### config.mk
export PLATFORM = sky130hd
export DESIGN_NAME = serial_add_ctrl
export DESIGN_NICKNAME = d
export VERILOG_FILES = /design/src/rtl/serial_add_ctrl.sv
export SDC_FILE = /design/constraint.sdc
export NUM_CORES = 1
export LEC_CHECK = 0
export CAP_MARGIN = 40
export CORE_MARGIN = 1
export CORE_UTILIZATION = 49
export DETAILED_ROUTE_END_ITERATION = 7
export PLACE_DENSITY = 0.77
export REMOVE_ABC_BUFFERS = 1
export SETUP_SLACK_MARGIN = 0.2
export SYNTH_ARGS = -nofsm -noshare
export SYNTH_HDL_FRONTEND = slang
export SYNTH_SLANG_ARGS = --single-unit
### constraint.sdc
create_clock -name clk -period 1.7 [get_ports clk]
set_input_delay 0.425 -clock clk [delete_from_list [all_inputs] [get_ports clk]]
set_output_delay 0.425 -clock clk [all_outputs]
set_load 0.02 [all_outputs]
### src/rtl/serial_add_ctrl.sv
// Bit-serial add/subtract controller: time-shares one 1-bit full-adder cell
// over WIDTH cycles, LSB first, behind a start/ready/done handshake.

module serial_add_fa (
  input  logic ai,
  input  logic bi,
  input  logic ci,
  output logic f_c,
  output logic co_c
);
  assign f_c  = ai ^ bi ^ ci;
  assign co_c = (ai & bi) | (ci & (ai ^ bi));
endmodule

module serial_add_ctrl #(
  parameter int unsigned WIDTH = 8
) (
  input  logic             clk,
  input  logic             rst,
  input  logic             start,
  input  logic             sub,
  input  logic             cin,
  input  logic [WIDTH-1:0] a,
  input  logic [WIDTH-1:0] b,
  output logic             ready,
  output logic             busy,
  output logic             done,
  output logic [WIDTH-1:0] sum,
  output logic             cout,
  output logic             ovf
);

  localparam int unsigned CW = (WIDTH > 1) ? $clog2(WIDTH) : 1;

  typedef enum logic [1:0] {
    S_IDLE = 2'd0,
    S_RUN  = 2'd1,
    S_DONE = 2'd2
  } state_t;

  state_t           state, state_nxt;
  logic [CW-1:0]    cnt;
  logic [WIDTH-1:0] a_sh;
  logic [WIDTH-1:0] b_sh;
  logic             carry;
  logic             load, step, last;
  logic             fa_f, fa_c;

  serial_add_fa u_fa (
    .ai   (a_sh[0]),
    .bi   (b_sh[0]),
    .ci   (carry),
    .f_c  (fa_f),
    .co_c (fa_c)
  );

  // Next-state and datapath enables
  always_comb begin
    state_nxt = state;
    load      = 1'b0;
    step      = 1'b0;
    last      = 1'b0;
    case (state)
      S_IDLE: begin
        if (start) begin
          load      = 1'b1;
          state_nxt = S_RUN;
        end
      end
      S_RUN: begin
        step = 1'b1;
        if (cnt == CW'(WIDTH - 1)) begin
          last      = 1'b1;
          state_nxt = S_DONE;
        end
      end
      S_DONE:  state_nxt = S_IDLE;
      default: state_nxt = S_IDLE;
    endcase
  end

  // State register plus registered handshake flags
  always_ff @(posedge clk) begin
    if (rst) begin
      state <= S_IDLE;
      ready <= 1'b1;
      busy  <= 1'b0;
      done  <= 1'b0;
    end else begin
      state <= state_nxt;
      ready <= (state_nxt == S_IDLE);
      busy  <= (state_nxt == S_RUN);
      done  <= (state_nxt == S_DONE);
    end
  end

  // Result bits shift into a_sh's MSB as operand bits leave its LSB,
  // so a_sh holds the full result after WIDTH steps.
  always_ff @(posedge clk) begin
    if (rst) begin
      cnt   <= '0;
      a_sh  <= '0;
      b_sh  <= '0;
      carry <= 1'b0;
      sum   <= '0;
      cout  <= 1'b0;
      ovf   <= 1'b0;
    end else if (load) begin
      cnt   <= '0;
      a_sh  <= a;
      b_sh  <= b ^ {WIDTH{sub}};
      carry <= sub ? 1'b1 : cin;
    end else if (step) begin
      cnt   <= cnt + CW'(1);
      a_sh  <= {fa_f, a_sh[WIDTH-1:1]};
      b_sh  <= {1'b0, b_sh[WIDTH-1:1]};
      carry <= fa_c;
      if (last) begin
        sum  <= {fa_f, a_sh[WIDTH-1:1]};
        cout <= fa_c;
        ovf  <= carry ^ fa_c;
      end
    end
  end

endmodule

==> results list <==
- Status: finished, violations left
- The checks that failed: design-rule violations.
- Worst setup slack after layout: 0.259 ns
* Req. time, crit path: 1.27 ns
* Kind of capture point of the worst setup path: primary output
- Share of flip-flops with an asynchronous set or reset: 0%
- Count of unique library cells instantiated by Yosys: 30
- In this run the count of I/O pins placed on the die edge is 34.
* Die outline height: 57.7 um
- Dividing the detail-routed wire length by the instance count gives 13.8 um.
- DR vias: 1214
- Before CTS, the worst setup slack after placement is -0.180 ns.
* Final Cycle Share: 84.8%
- Prevailing post-synth register cell: dfxtp_1
- Clock skew on the completed layout was measured at 0.00898 ns.
- Xor/xnor cell area share of the yosys netlist: 5.19%
* Class of the worst hold path: flip-flop to flip-flop
- Of the post-synthesis cell area, the part taken by muxes is 10.5%.
- Total Routing Usage GR: 19.9%
* Initial antenna violation count: 0
- Summing the areas of all fa, ha and maj instances in the mapped netlist gives 2.97% of the synthesized area.
* Number of register bits inferred by synthesis: 35
* Maximum clock rate: 0.694 GHz
- In this run the core area contains 19 standard-cell rows.
- The floorplan step set the die width to 57.7 um.
* Max_cap viols: 0
- Cell depth of the worst hold path: 2
- DIE AREA: 3330 um2
* Critical Path Start Type: flip-flop
- Part of the Yosys area used for sequential elements: 46.1%
- Hold violation total from the final report: 0
- Wire length of the first global-routing pass: 4960 um
- Pwr per Cell Area: 895 nW/um2
* Clock buffers created by TritonCTS: 5
- For this run, the post-layout net count is 219.
- Worst Max-Slew Pin Slew: 0.387 ns
- The later pin in the worst-skew pair is clocked with a latency of 0.35 ns.
- For the worst flop-to-flop path, the logic depth is 4.
- After detailed routing, the number of remaining DRC violations is 2.
* Yosys top cell by area: dfxtp_1
- Summed over all layers, the routed wires come to 3130 um.
- Starting density of the core: 53.2%
- Core Util, Final: 69.5%
* Clock slew at the register clock pins of the worst setup and hold paths: 0.11 ns
- Synthesis-to-finish area growth: 30.6%
- TritonRoute pass-1 iters: 6
- No sink is reached through more buffers than the 2 on the longest clock path.
* Min Clock Period, post-route: 1.44 ns
- Critical path buffers and inverters: 1
- Worst path top cell family by delay: flip-flops
* Library cell used as clock root buffer: clkbuf_4
* Number of clock sinks: 35
* Kind of critical path: flip-flop to primary output
* Combined area of all synthesized cells: 1520 um2
- Setup repair after global routing missed its margin: no
* Iter 0 DRT Violations: 25
- Critical Path AT: 1.02 ns
- Fraction of final layout cells sized beyond drive strength 1: 12.2%
- The critical path goes through dlygate4sd2_1.
- Maximum ir drop on the vdd rail: 0.785 mV
* Antenna Violating Nets Remaining: 0
* Share of the synthesized area in the top cell type: 46.1%
* Delay of the slowest critical-path stage: 0.34 ns
- Non-filler instance count after layout: 227
- Counting flops with a built-in enable in the synthesized netlist gives 0.
- The count of buffers added on input and output ports is 33.
- Total Power Consumption: 0.00177 W
- At the end of routability-driven placement, the weighted congestion stood at 0.746.
* Post-Synthesis Cells: 158
- Compound-cell area share of the yosys netlist: 14.3%
- Count of yosys warnings during synthesis: 0
- Setup violations remaining at the end of the flow were counted as 0.
- Max FO, Critical Path: 2
- The largest individual stage delay along the critical path comes from the cell dfxtp_1.
- Most common library cell in the layout ignoring fill and taps: dfxtp_1
- CTS HTree Levels: 2
- After synthesis, the largest family of logic cells by area is simple AND/OR/NAND/NOR gates.
* N_diodes: 0
- Max Slew Vio Count: 0
- Avg Synthesized Cell Area: 9.61 um2
* Number of instances in the placed design: 217
- Headroom to the max-slew limit: 74.2%
- Maximum number of pins on one net before global-route repair: 33
- Using the TritonRoute via totals, the vias-per-cell ratio works out to 5.35.
- The via count of the first global-routing pass was 1128.
* DP Wirelength: 2120 um
- Leakage dissipation: 0.803 nW
* Number of cells on the critical path: 1
- Top area cells in the synthesized netlist: dfxtp_1, mux2i_1, xor2_1
- After global routing the overflow that remains totals 0.
- The library cells used most frequently in the layout, excluding fill and tap cells, are dfxtp_1, clkdlybuf4s50_1, nand2_1, nor2_1, mux2i_1.
* TritonCTS clock tree: yes
* Share of synthesized cell area in and, or, nand and nor gates: 15.5%
* Floorplan Core Area: 2850 um2
## report_power, final
group	total (W)	switching, W	internal [W]
Clock	0.000639	0.000291	0.000347
Combinational	0.000244	0.000110	0.000134
Sequential	0.000892	0.0000312	0.000861
## through the flow
step / hold WS [ns] / cell area [um2] / TNS [ns]
2_1_floorplan: 0.439 / 1440 / -2.51
3_3_place_gp: 0.443 / 1860 / -1.28
3_5_place_dp: 0.447 / 1860 / -2.25
4_1_cts: 0.460 / 1950 / 0
5_1_grt: 0.479 / 1980 / 0
6_report: 0.457 / 1980 / 0
## layer usage
| layer | up-vias | global-route usage, % | share of wire, % |
|---|---|---|---|
| li1 | 614 | - | - |
| met1 | 562 | 23.1 | 44 |
| met2 | 33 | 33.7 | 50 |
| met3 | 5 | 7.37 | 5.9 |
| met4 | 0 | 7.14 | 1.0 |
| met5 | - | 0 | 0 |
## layout make-up
class | instances | area (um2)
multi-input cells | 110 | 748
inverters | 1 | 3.75
repair buffers | 42 | 403
fillers | 230 | 870
well taps | 31 | 38.8
clock buffers | 6 | 51.3
flip-flops and latches | 35 | 703
clock inverters | 2 | 35.0
## cell usage after synthesis (all sizes together) (2+ instances only)
cell type	instances
a211oi	9
a21oi	12
a22oi	3
buf	9
clkbuf	3
dfxtp	35
ha	2
mux2i	16
nand2	18
nand2b	8
nor2	16
o22ai	7
xor2	8
## timing repair
action	4_1_cts	5_1_grt
endpoints found under the setup margin	14	27
resized for setup	16	12
hold buffers	0	0
pin swaps	0	1
setup buffers	1	1
## path summary, 6_finish.rpt
kind	startpoint	to	slack [ns]
min	sum[6]	sum[6]	0.46
min reg2reg	sum[6]	sum[6]	0.46
max reg2reg	carry	carry	0.31
max	sum[4]	sum[4]	0.26
## sequential cells by signal, summed over array words and instances, names as in the netlist
signal  cells
state       2
busy        1
carry       1
b_sh        8
ready       1
a_sh        8
done        1
sum         8
cout        1
ovf         1
cnt         3
## logic make-up after synthesis
kind of cell | Yosys count
XOR/XNOR | 9
adder cells (fa/ha/maj) | 3
multiplexers | 16
AND/OR/NAND/NOR | 49
buffers and inverters | 13
flip-flops | 35
AO/OA/AOI/OAI | 33
(Power assumes the default switching activity.)
